===== src/rtl/alu_seq.sv =====
// Multi-cycle ALU sequencer: single-pass arithmetic/logic ops plus iterated shifts.
// Optional macro ALU_SEQ_B2B_EN lets a new request be accepted during the response handshake.
package defs_pkg;
  typedef enum logic [2:0] {
    OP_ADD = 3'd0, OP_SUB = 3'd1, OP_AND = 3'd2, OP_OR  = 3'd3,
    OP_XOR = 3'd4, OP_SLL = 3'd5, OP_SRL = 3'd6, OP_SRA = 3'd7
  } alu_opcode_t;

  typedef struct packed {
    logic carry;
    logic overflow;
    logic zero;
    logic negative;
  } alu_flags_t;
endpackage

module alu
  import defs_pkg::*;
#(
  parameter int WIDTH = 8
) (
  input  alu_opcode_t      op,
  input  logic [WIDTH-1:0] in1,
  input  logic [WIDTH-1:0] in2,
  output logic [WIDTH-1:0] out,
  output alu_flags_t       flags
);
  logic [WIDTH:0] ext;

  // SUB carry is a borrow; shifts move by exactly one bit.
  always_comb begin
    ext            = '0;
    out            = '0;
    flags.carry    = 1'b0;
    flags.overflow = 1'b0;
    case (op)
      OP_ADD: begin
        ext            = {1'b0, in1} + {1'b0, in2};
        out            = ext[WIDTH-1:0];
        flags.carry    = ext[WIDTH];
        flags.overflow = (in1[WIDTH-1] == in2[WIDTH-1]) && (out[WIDTH-1] != in1[WIDTH-1]);
      end
      OP_SUB: begin
        ext            = {1'b0, in1} - {1'b0, in2};
        out            = ext[WIDTH-1:0];
        flags.carry    = ext[WIDTH];
        flags.overflow = (in1[WIDTH-1] != in2[WIDTH-1]) && (out[WIDTH-1] != in1[WIDTH-1]);
      end
      OP_AND: out = in1 & in2;
      OP_OR:  out = in1 | in2;
      OP_XOR: out = in1 ^ in2;
      OP_SLL: out = {in1[WIDTH-2:0], 1'b0};
      OP_SRL: out = {1'b0, in1[WIDTH-1:1]};
      OP_SRA: out = {in1[WIDTH-1], in1[WIDTH-1:1]};
      default: out = '0;
    endcase
    flags.zero     = (out == '0);
    flags.negative = out[WIDTH-1];
  end
endmodule

module alu_seq
  import defs_pkg::*;
#(
  parameter  int WIDTH   = 8,
  localparam int SHAMT_W = $clog2(WIDTH)
) (
  input  logic               clk,
  input  logic               rst,
  input  logic               req_valid,
  output logic               req_ready,
  input  alu_opcode_t        req_op,
  input  logic [WIDTH-1:0]   req_a,
  input  logic [WIDTH-1:0]   req_b,
  input  logic [SHAMT_W-1:0] req_shamt,
  output logic               rsp_valid,
  input  logic               rsp_ready,
  output logic [WIDTH-1:0]   rsp_data,
  output alu_flags_t         rsp_flags,
  output logic               busy
);
  typedef enum logic [1:0] {IDLE, EXEC, SHIFT, RESP} state_t;

  state_t             state;
  alu_opcode_t        op_q;
  logic [WIDTH-1:0]   a_q, b_q, acc;
  logic [SHAMT_W-1:0] cnt;
  logic [WIDTH-1:0]   alu_in1, alu_in2, alu_out;
  alu_flags_t         alu_fl;
  logic               can_accept, accept, req_shift;

`ifdef ALU_SEQ_B2B_EN
  assign can_accept = (state == IDLE) || ((state == RESP) && rsp_ready);
`else
  assign can_accept = (state == IDLE);
`endif
  assign req_ready = can_accept && !rst;
  assign accept    = req_valid && req_ready;
  assign busy      = (state == EXEC) || (state == SHIFT);
  assign req_shift = (req_op == OP_SLL) || (req_op == OP_SRL) || (req_op == OP_SRA);

  // SHIFT iterates on the accumulator; EXEC works on the latched operands.
  assign alu_in1 = (state == SHIFT) ? acc : a_q;
  assign alu_in2 = (state == SHIFT) ? '0  : b_q;

  alu #(.WIDTH(WIDTH)) u_alu (
    .op    (op_q),
    .in1   (alu_in1),
    .in2   (alu_in2),
    .out   (alu_out),
    .flags (alu_fl)
  );

  always_ff @(posedge clk or posedge rst) begin
    if (rst) begin
      state     <= IDLE;
      rsp_valid <= 1'b0;
      rsp_data  <= '0;
      rsp_flags <= '0;
      acc       <= '0;
      cnt       <= '0;
      op_q      <= OP_ADD;
      a_q       <= '0;
      b_q       <= '0;
    end else begin
      case (state)
        EXEC: begin
          rsp_data  <= alu_out;
          rsp_flags <= alu_fl;
          rsp_valid <= 1'b1;
          state     <= RESP;
        end
        SHIFT: begin
          acc <= alu_out;
          cnt <= cnt - 1'b1;
          if (cnt == SHAMT_W'(1)) begin
            rsp_data  <= alu_out;
            rsp_flags <= alu_fl;
            rsp_valid <= 1'b1;
            state     <= RESP;
          end
        end
        RESP: begin
          if (rsp_ready) begin
            rsp_valid <= 1'b0;
            state     <= IDLE;
          end
        end
        default: ;
      endcase
      // A new request overrides the retire path so B2B decode needs no IDLE bubble.
      if (accept) begin
        op_q <= req_op;
        a_q  <= req_a;
        b_q  <= req_b;
        if (req_shift && (req_shamt == '0)) begin
          rsp_data           <= req_a;
          rsp_flags          <= '0;
          rsp_flags.zero     <= (req_a == '0);
          rsp_flags.negative <= req_a[WIDTH-1];
          rsp_valid          <= 1'b1;
          state              <= RESP;
        end else if (req_shift) begin
          acc   <= req_a;
          cnt   <= req_shamt;
          state <= SHIFT;
        end else begin
          state <= EXEC;
        end
      end
    end
  end
endmodule


===== config.mk =====
export PLATFORM = sky130hd
export DESIGN_NAME = alu_seq
export DESIGN_NICKNAME = d
export VERILOG_FILES = /design/src/rtl/alu_seq.sv
export SDC_FILE = /design/constraint.sdc
export NUM_CORES = 1
export LEC_CHECK = 0
export BUFFER_PORTS_ARGS = -buffer_cell sky130_fd_sc_hd__buf_2
export CORE_ASPECT_RATIO = 0.7
export CORE_MARGIN = 10
export CORE_UTILIZATION = 38
export CTS_CLUSTER_SIZE = 8
export DETAILED_ROUTE_END_ITERATION = 12
export SYNTH_ARGS = -nofsm -noshare
export SYNTH_HDL_FRONTEND = slang
export SYNTH_SLANG_ARGS = --single-unit

===== constraint.sdc =====
create_clock -name clk -period 3.8 [get_ports clk]
set_clock_uncertainty 0.1 [all_clocks]
set_input_delay 0.76 -clock clk [delete_from_list [all_inputs] [get_ports clk]]
set_output_delay 0.76 -clock clk [all_outputs]
set_load 0.01 [all_outputs]

; Word level (Yosys, flattened, before mapping)
; Index checks and enable logic that the tools add are counted.
[word_totals]
in_bits = 26
elab_cells = 85
output_inout_bits = 15
register_bits = 45
[op_classes]
n_eq_ne = 20
bitwise = 3
addsub = 3
muxes = 31
n_reduce_logical = 16
[op_table]
columns = operator, count
row1 = 2-to-1 mux 8 bit, 9
row2 = one-hot mux 8 bit (8 select lines), 1
row3 = "equality test 3 bit, second input constant", 7
row4 = zero test 8 bit, 2
row5 = one-hot mux 8 bit (2 select lines), 1
row6 = 2-to-1 mux 3 bit, 4
row7 = 2-to-1 mux 4 bit, 3
row8 = 2-to-1 mux 2 bit, 5
row9 = adder 8 x 8 -> 9 bit, 1
row10 = subtractor 8 x 8 -> 9 bit, 1
row11 = bitwise AND 8 bit, 1
row12 = bitwise OR 8 bit, 1
row13 = one-hot mux 4 bit (2 select lines), 1
row14 = bitwise XOR 8 bit, 1
row15 = "equality test 3 x 1 -> 1 bit, second input constant", 2
row16 = "equality test 3 x 2 -> 1 bit, second input constant", 2
row17 = zero test 3 bit, 2
row18 = one-hot mux 2 bit (3 select lines), 1
row19 = logical AND 1 bit, 5
row20 = "equality test 2 bit, second input constant", 2
row21 = 2-to-1 mux 1 bit, 4
row22 = one-hot mux 2 bit (2 select lines), 1
row23 = nonzero test 4 bit, 1
row24 = logical OR 1 bit, 3
row25 = other kinds (10), 12

; Logic depth before layout (Yosys ltp)
; Gate-level depths: netlist (run 1).
[logic_depth]
word_depth = 10
ltp_mapped = 16
depth_no_buf = 13

; Cells and area by module
; From an unflattened synthesis (run 1), not the netlist that was laid out.
[hier_totals]
cells_unflattened = 430
area_unflattened_um2 = 3631.0
[modules_own_cells]
columns = module, n_inst, cells_per_inst, seq_area_each_um2, area_each_um2
row1 = alu_seq, 1, 243, 1126.1, 2321.0
row2 = alu, 1, 187, 0.0, 1310.0

; Worst setup path before layout (run 1)
; No wires, ideal clock.
[synth_path]
path_kind = register to register
from = register state[0]
to = register rsp_flags[1] (netlist bit)
slack_ns = 0.128
arrival_time_ns = 3.469
required_ns = 3.596
stages_incl_launch_ff = 17
n_path_buf = 4
cell_sequence = dfrtp_1 inv_1 ha_1 buf_6 buf_4 inv_1 clkbuf_1 nand2_1 ha_1 clkbuf_1 inv_1 a21oi_1 xnor2_1 o22ai_1 or3_4 or4_4 o41ai_2
[synth_via]
elab_chain_cells = 9
word_cells_on_any_way = 18
cone_classes = add/sub (2) / eq/ne (2) / mux (7) / bitwise (3) / reduce/logical (4)
[synth_lines]
columns = item, line
row1 = start: declaration, 84  ; state_t state;
row2 = start signal: assignment, 116  ; state <= IDLE;
row3 = start signal: assignment, 131  ; state <= RESP;
row4 = start signal: assignment, 140  ; state <= RESP;
row5 = equality test 2 bit, "103, 104, 126"
row6 = 2-to-1 mux 8 bit (on tied branches), "103, 104"
row7 = subtractor 8 x 8 -> 9 bit (tied with other cells), 44  ; ext = {1'b0, in1} - {1'b0, in2};
row8 = one-hot mux 8 bit (8 select lines), 36  ; case (op)
row9 = zero test 8 bit, 57  ; flags.zero = (out == '0);
row10 = 2-to-1 mux 4 bit, 136  ; if (cnt == SHAMT_W'(1)) begin
row11 = one-hot mux 4 bit (2 select lines), 126  ; case (state)
row12 = 2-to-1 mux 4 bit, 156  ; if (req_shift && (req_shamt == '0)) begin
row13 = 2-to-1 mux 4 bit *, 152  ; if (accept) begin
row14 = end signal: assignment, 129  ; rsp_flags <= alu_fl;
row15 = end signal: assignment, 138  ; rsp_flags <= alu_fl;
row16 = end: declaration, 79  ; output alu_flags_t rsp_flags,
; Every way passes the cells marked *; elsewhere a longest branch is shown, timed or not.
; A chain may end at the register's enable or synchronous reset.

; Worst setup path in the final report (run 1)
[layout_path]
from = register state[0]
to = register rsp_data[6]
[layout_via]
elab_chain_cells = 8
word_cells_on_any_way = 17
cone_classes = add/sub (2) / eq/ne (2) / mux (7) / bitwise (3) / reduce/logical (3)
[layout_lines]
columns = item, line
row1 = equality test 2 bit, "103, 104, 126"
row2 = 2-to-1 mux 8 bit (on tied branches), "103, 104"
row3 = subtractor 8 x 8 -> 9 bit (tied with other cells), 44
row4 = one-hot mux 8 bit (8 select lines), 36
row5 = 2-to-1 mux 8 bit, 136
row6 = one-hot mux 8 bit (2 select lines), 126
row7 = 2-to-1 mux 8 bit, 156
row8 = 2-to-1 mux 8 bit *, 152
row9 = end signal: assignment, 128  ; rsp_data <= alu_out;
row10 = end signal: assignment, 137  ; rsp_data <= alu_out;
row11 = end signal: assignment, 157  ; rsp_data <= req_a;
row12 = end: declaration, 78  ; output logic [WIDTH-1:0] rsp_data,
; Marked as above.

==> metrics, run 1 <==
CORE AREA=9107 um2; kind of critical path=flip-flop to flip-flop; r2r startpoint=state[0]; post-synthesis sequential area ratio=31.53%; share of layout cells above drive strength 1=15.51%; Worst Hold End=a_q[2]; clk_lat worst skew=290 ps; nature of the critical path endpoint=flip-flop; Final ANT Viol Nets=0; R2R cell count=14; synthesized net count=500; Initial Util=39.21%; Rows=29; via count=3,359; Hold WC Path Type=flip-flop to flip-flop; I/O pin total=41; final non-filler cell total=601; Setup crit start kind=flip-flop; Post-Place Cells=593; cell area after layout=4064 um2; register-to-register setup slack=210 ps; height of the die=101.1 um; Most used DFF post-synth=dfrtp_1; Final Cycle Share=94.44%; Post-Syn Area per Cell=8.116 um2; Hold Vio Cnt, Final=0; post-route setup slack=211.3 ps; Synth top cells by count=90 x nand2_1, 45 x dfrtp_1, 32 x ha_1; Setup TNS Final=0 ps; Clk pin slew, worst setup/hold paths=60 ps; Required @ worst endpoint=3880 ps; Hold Path Stages=2; final setup violation count=0; FMAX=278.7 MHz; Slew Viols, Final=0; DRC errors left=0; total gr overflow=0; Synth area leader=dfrtp_1; post-CTS sizing=0; Synth Cell Area=3571 um2; vias in the first global route=3,169; clk root buf=clkbuf_16; Synth area leaders=dfrtp_1 32%, ha_1 11%, nand2_1 9.5%; largest net degree at the start of global routing=46; Syn. warnings=0; CTS buffer count=5; die footprint=13,740 um2; Worst Max-Slew Pin Slew=1078 ps; Cell Area, Placed=3915 um2; unrepaired setup endpoints after global routing=no; Final min period=3589 ps; Yosys cell types=54; max_cap viols=0; Num Clock Sinks=45; area delta synth->final=13.81%; Slew headroom=27.71%; top-count cell post-synth=nand2_1; Post-CTS Setup Bufs=0; nets=536; initial antenna violation count=0; ys async rst share=100.0%; GRT Overall Usage=15.76%; Die Wd=135.9 um; Post-DP HPWL=8.428 mm; post-synthesis sequential element count=45; worst slack, placed=159.9 ps; first-pass GRT wire length=17.30 mm; Placer Congestion=0.9855; First-pass DRT Iterations=5; port bufs=40; CTS Buffer Depth=2; synthesized instance count=440; CTS tree=yes; DR vias/cell=5.589; HP Start=a_q[2]; Synth top area share=31.53%; initial drt markers=366; outcome=finished clean; CTS H-tree depth=2; r2r endpoint=rsp_data[6]; Hold-fix buffers, CTS=0; ANT cells=0; number of flops mapped to enable cells by yosys=0; Detailed Route WL=10.83 mm; wire length per cell=18.02 um; Worst Path Arrival=3670 ps; Critical Path Fanout Max=5
## kinds of logic (layout without fill, tap and decap cells)
logic type                 Yosys count  in the layout  share of synthesized area, %
and+or+nand+nor                    168            168                         20.95
muxes                               13             13                         4.625
AOI/OAI and AO/OA                  120            120                         22.81
buffers and inverters               53             90                         6.027
xor gates and xnor gates             7              7                         1.717
adders and majority gates           34             34                         12.33
DFF                                 45             45                         31.53
## area by class of cell
cell class | count | area (um2)
flip-flops and latches | 45 | 1126
well taps | 124 | 155.1
clock buffers | 6 | 128.9
clock inverters | 2 | 10.01
inverters | 31 | 116.4
multi-input cells | 342 | 2241
fillers | 915 | 5044
repair buffers | 51 | 286.5
## cells in the final DEF, fill, tap and decap left out, drive strengths merged, types with 4 or more instances in the layout
cell     n
nand2   90
buf     51
dfrtp   45
ha      32
o21ai   31
inv     31
nor2    29
a21oi   24
nor2b   11
mux2i   11
a221oi  10
o22ai    9
nand2b   8
nor3     8
and2     6
a211oi   6
clkbuf   6
a21o     5
xnor2    5
nand3    5
nor4     5
a22o     4
o221ai   4
## how the worst max path moves through the flow
| stage | from | endpoint | slack, ps | cells past startpoint |
|---|---|---|---|---|
| after floorplan | state[0] | rsp_flags[1] | 130 | 16 |
| after CTS | state[0] | rsp_data[6] | 140 | 14 |
| after global placement | state[0] | acc[6] | 240 | 14 |
| after detailed placement | state[0] | acc[6] | 160 | 14 |
| after global routing | state[0] | rsp_data[6] | 20 | 14 |
| final | state[0] | rsp_data[6] | 210 | 14 |
## sequential cells by signal, summed over array words and instances (netlist names)
register	cells
rsp_valid	1
rsp_flags	4
rsp_data	8
a_q	8
acc	8
cnt	3
state	2
op_q	3
b_q	8
## per-layer routing
layer	part of all wire, %	global-route usage (%)	vias to the layer above
li1	-	-	1610
met1	51	24.44	1592
met2	38	20.68	147
met3	9.3	3.984	10
met4	1.1	3.837	0
met5	0	0	-
## through the flow
stage | utilization, % | hold WS (ps)
3_5_place_dp | 42.99 | 366.4
3_3_place_gp | 42.99 | 364.7
4_1_cts | 44.51 | 383.0
5_1_grt | 44.62 | 402.1
6_report | 44.62 | 379.1
2_1_floorplan | - | 337.9
## worst max-delay path: stages, from the launching register on
cell      delay (ps)
dfrtp_1          420
inv_1            150
ha_2             240
buf_4            140
mux2i_4          310
inv_1            140
fa_1             480
a21o_1           180
a21oi_1          240
buf_4            160
o21ai_0          150
o221ai_1         240
a21oi_2          150
a221oi_1         300
nor2_1            70
Power of run 1 is not shown: default switching activity piles up to over one toggle a cycle in this logic, so the estimate is an artifact.
==> run 2, diff against run 1 <==
--- a/config.mk
+++ b/config.mk
@@ -11,6 +11,7 @@
 export CORE_UTILIZATION = 38
 export CTS_CLUSTER_SIZE = 8
 export DETAILED_ROUTE_END_ITERATION = 12
+export PLACE_DENSITY = 0.62
 export SYNTH_ARGS = -nofsm -noshare
 export SYNTH_HDL_FRONTEND = slang
 export SYNTH_SLANG_ARGS = --single-unit
==> run 2 against run 1 <==
  * Via count up 1.5%
  * Highest routed layer unchanged
  * First-iteration DRC count up 18%
  * Die area unchanged
  * Fmax down 0.10%
  * Critical path depth down 1
  * Cell area up 1.6%
  * Wire length up 2.7%
  * Worst hold slack worse by 10 ps
  * Clock-buffer cell count down 1
  * Sequential share of layout area down 0.43 points
  * Register-to-register slack about the same
==> metrics, run 2 (synthesis results as in run 1) <==
Rows=29 (unchanged); Cell Area, Placed=3928 um2 (+0.32%); port bufs=40 (unchanged); initial antenna violation count=0 (unchanged); GRT Overall Usage=16.03% (+0.27 points); largest net degree at the start of global routing=46 (unchanged); CTS buffer count=5 (unchanged); via count=3,411 (+1.5%); height of the die=101.1 um (unchanged); outcome=finished clean; ANT cells=0 (unchanged); CORE AREA=9107 um2 (unchanged); Clk pin slew, worst setup/hold paths=70 ps (about the same); die footprint=13,740 um2 (unchanged); DRC errors left=0 (unchanged); share of layout cells above drive strength 1=15.72% (+0.21 points); Setup TNS Final=0 ps (unchanged); nature of the critical path endpoint=flip-flop; Die Wd=135.9 um (unchanged); total gr overflow=0 (unchanged); DR vias/cell=5.676 (+1.5%); nets=536 (unchanged); Worst Path Arrival=3690 ps (+20 ps); Placer Congestion=1.006 (+2.0%); R2R cell count=13 (-1); worst hold slack=369.0 ps (-10.17 ps); unrepaired setup endpoints after global routing=no; I/O pin total=41 (unchanged); Hold Path Stages=2 (unchanged); Num Clock Sinks=45 (unchanged); Hold WC Path Type=flip-flop to flip-flop; Post-DP HPWL=8.500 mm (+0.86%); commonest non-fill, non-tap cell in the layout=nand2_1; Required @ worst endpoint=3900 ps (+20 ps); CTS tree=yes; Worst Max-Slew Pin Slew=975.3 ps (-103.2 ps); vias in the first global route=3,252 (+2.6%); Critical Path Fanout Max=18 (+13); FMAX=278.4 MHz (-0.10%); Hold Vio Cnt, Final=0 (unchanged); first-pass GRT wire length=17.80 mm (+2.9%); Setup crit start kind=flip-flop; Final min period=3592 ps (+3.705 ps); clk root buf=clkbuf_16; commonest non-fill, non-tap cells in the layout=90 x nand2_1, 45 x dfrtp_1, 40 x buf_2; CTS Buffer Depth=2 (unchanged); Hold-fix buffers, CTS=0 (unchanged); clk_lat worst skew=290 ps (about the same); First-pass DRT Iterations=5 (unchanged); post-CTS sizing=0 (unchanged); CTS H-tree depth=2 (unchanged); Final ANT Viol Nets=0 (unchanged); final setup violation count=0 (unchanged); Slew Viols, Final=0 (unchanged); max_cap viols=0 (unchanged); Post-CTS Setup Bufs=0 (unchanged); Detailed Route WL=11.13 mm (+2.7%); kind of critical path=flip-flop to flip-flop; Slew headroom=34.88% (+7.2 points); Final Cycle Share=94.54% (+0.098 points); cell area after layout=4128 um2 (+1.6%); area delta synth->final=15.59%; initial drt markers=433 (+18%); wire length per cell=18.51 um (+2.7%); Initial Util=39.21% (unchanged)
## run 2: changes by cell type in the layout (fill, tap and decap cells not counted)
cell       delta
a21oi_1       +1
a21oi_2       -1
a41oi_1       -1
a41oi_2       +1
buf_12        +1
buf_6         -1
bufinv_16     +2
clkbuf_1      -1
clkinv_2      -1
## run 2: worst max-delay path: stages (launching register included)
cell and delay, ps:
dfrtp_1 410, inv_1 140, ha_2 250, buf_12 190, mux2i_4 330, inv_1 150, ha_1 240, a21o_1 190
a21oi_1 180, xor2_1 160, o22ai_1 90, or3_4 350, or4_4 520, o41ai_2 190
## run 2: per-stage QoR
stage	cells	setup WS, ps	utilization, %
after floorplan	440	127.9	-
after global placement	593	314.4	43.12
after detailed placement	593	191.0	43.12
after CTS	601	179.8	45.21
after global routing	601	22.99	45.32
final	601	207.6	45.32
## run 2: area by class of cell
type	instances	area, um2
Multi-Input combinational cell	342	2245
Tap cell	124	155.1
Inverter	31	116.4
Clock buffer	5	125.1
Fill cell	939	4980
Sequential cell	45	1126
Clock inverter	3	65.06
Timing Repair Buffer	51	295.3
## run 2: path summary, 6_finish.rpt
kind / to / slack, ps / start
min reg2reg: b_q[0] / 370 / b_q[0]
max in group asynchronous: rsp_flags[0] / 2390 / rst
max: rsp_flags[1] / 210 / state[0]
min in group asynchronous: state[1] / 610 / rst
max reg2reg: rsp_flags[1] / 210 / state[0]
min: b_q[0] / 370 / b_q[0]
## run 2: layer usage
layer | vias up | GRT usage [%] | share of wire [%]
li1 | 1609 | - | -
met1 | 1653 | 24.76 | 52
met2 | 139 | 21.57 | 39
met3 | 10 | 4.233 | 8.5
met4 | 0 | 2.694 | 0.66
met5 | - | 0 | 0
Power of run 2 is left out for the same reason.
==> run 3, diff against run 2 <==
--- a/config.mk
+++ b/config.mk
@@ -9,8 +9,10 @@
 export CORE_ASPECT_RATIO = 0.7
 export CORE_MARGIN = 10
 export CORE_UTILIZATION = 38
+export CTS_CLUSTER_DIAMETER = 50
 export CTS_CLUSTER_SIZE = 8
 export DETAILED_ROUTE_END_ITERATION = 12
+export MAX_ROUTING_LAYER = met4
 export PLACE_DENSITY = 0.62
 export SYNTH_ARGS = -nofsm -noshare
 export SYNTH_HDL_FRONTEND = slang
==> run 3 against run 2 <==
  * First-iteration DRC count decreased by 16%
  * Flip-flop and latch count unchanged
  * Wire length decreased by 0.20%
  * Highest routed layer unchanged
  * Global-route usage increased by 0.41 points
  * Register-to-register slack about the same
  * Sequential share of layout area increased by 0.10 points
  * Worst hold slack improved by 13 ps
  * Clock-buffer cell count increased by 1
  * Cell area decreased by 0.36%
==> metrics, run 3 (synthesis results as in run 1) <==
wire length per cell=18.41 um (-0.53%); cell area after layout=4113 um2 (-0.36%); Placer Congestion=1.004 (-0.15%); top sig layer=met4; die footprint=13,740 um2 (unchanged); Slew Viols, Final=0 (unchanged); vias in the first global route=3,182 (-2.2%); CTS H-tree depth=2 (unchanged); unrepaired setup endpoints after global routing=no; Required @ worst endpoint=3890 ps (about the same); Worst Setup SP=state[0]; worst hold slack=381.6 ps (+12.66 ps); max_cap viols=0 (unchanged); Hold-fix buffers, CTS=0 (unchanged); r2r startpoint=state[0]; Final Cycle Share=94.68% (+0.14 points); CORE AREA=9107 um2 (unchanged); DRC errors left=0 (unchanged); First-pass DRT Iterations=5 (unchanged); GRT Overall Usage=16.44% (+0.41 points); port bufs=40 (unchanged); metal2 WL=4.161 mm (-4.1%); Rows=29 (unchanged); Num Clock Sinks=45 (unchanged); via count=3,411 (unchanged); Initial Util=39.21% (unchanged); total gr overflow=0 (unchanged); DR vias/cell=5.657 (-0.33%); Post-DP HPWL=8.629 mm (+1.5%); kind of critical path=flip-flop to flip-flop; Final ANT Viol Nets=0 (unchanged); Slew headroom=35.70% (+0.82 points); CTS Buffer Depth=2 (unchanged); Clk pin slew, worst setup/hold paths=60 ps (about the same); final setup violation count=0 (unchanged); Critical Path Fanout Max=6 (-12); Setup TNS Final=0 ps (unchanged); area delta synth->final=15.17%; I/O pin total=41 (unchanged); Hold Vio Cnt, Final=0 (unchanged); commonest non-fill, non-tap cells in the layout=90 x nand2_1, 45 x dfrtp_1, 40 x buf_2; initial antenna violation count=0 (unchanged); ANT cells=0 (unchanged); nets=538 (+0.37%); final core occ=45.16% (-0.16 points); Hold WC Path Type=flip-flop to flip-flop; Post-CTS Setup Bufs=0 (unchanged); FMAX=277.9 MHz (-0.15%); outcome=finished clean; first-pass GRT wire length=17.64 mm (-0.89%); Detailed Route WL=11.10 mm (-0.20%); met3 wire len=994 um (+5.6%); Setup crit start kind=flip-flop; CTS tree=yes; height of the die=101.1 um (unchanged); Final min period=3598 ps (+5.408 ps); largest net degree at the start of global routing=46 (unchanged); HP Start=b_q[4]; initial drt markers=364 (-16%); share of layout cells above drive strength 1=15.87% (+0.14 points); clk root buf=clkbuf_16; Cell Area, Placed=3930 um2 (about the same); clk_lat worst skew=290 ps (about the same); nature of the critical path endpoint=flip-flop; commonest non-fill, non-tap cell in the layout=nand2_1; Worst Max-Slew Pin Slew=963.1 ps (-12.23 ps); CTS buffer count=5 (unchanged); Die Wd=135.9 um (unchanged); met1 wire length=5.918 mm (+2.6%); Worst Path Arrival=3690 ps (about the same)
run 3: cell types whose count changed in the layout (fill, tap and decap cells not counted), sizes merged:
cell | previous run | this run
buf | 51 | 53
bufinv | 2 | 1
clkbuf | 5 | 6
clkinv | 1 | 0
clkinvlp | 0 | 1
run 3: worst paths after layout:
check | endpoint | slack, ps | cells past startpoint
worst max-delay path | rsp_flags[1] | 200 | 13
worst min-delay path | b_q[4] | 380 | 2
worst max register to register | rsp_flags[1] | 200 | 13
worst min register to register | b_q[4] | 380 | 2
max in group asynchronous | b_q[4] | 2410 | 2
min in group asynchronous | rsp_valid | 600 | 2
run 3: routing by layer:
metal / GRT usage [%] / vias up
li1: - / 1610
met2: 20.23 / 175
met1: 25.86 / 1620
met5: - / -
met3: 4.333 / 6
met4: 1.714 / 0
run 3: through the flow:
stage / setup WS (ps) / cells
final: 202.2 / 603
after detailed placement: 191.5 / 595
after floorplan: 127.9 / 440
after global routing: 30.38 / 603
after CTS: 155.5 / 603
after global placement: 207.6 / 595
run 3: timing repair:
item | 4_1_cts | 5_1_grt
endpoints found under the setup margin | 0 | 8
endpoints found under the hold margin | 0 | 0
resized for setup | 0 | 2
run 3: final cells by class:
| cell class | instances | area [um2] |
|---|---|---|
| inverters | 31 | 116.4 |
| well taps | 124 | 155.1 |
| repair buffers | 53 | 301.5 |
| flip-flops and latches | 45 | 1126 |
| fillers | 906 | 4995 |
| clock inverters | 2 | 37.54 |
| clock buffers | 6 | 138.9 |
| multi-input cells | 342 | 2237 |
run 3: worst max-delay path: stages (launching register included):
cell	delay [ps]
dfrtp_1	420
inv_1	150
ha_2	300
mux2_2	220
inv_1	60
ha_1	230
fa_1	480
o21ba_2	240
o21bai_1	160
and2_1	150
o21ai_0	60
and2_1	190
or4_4	540
o41ai_2	200
Power of run 3 is left out for the same reason.
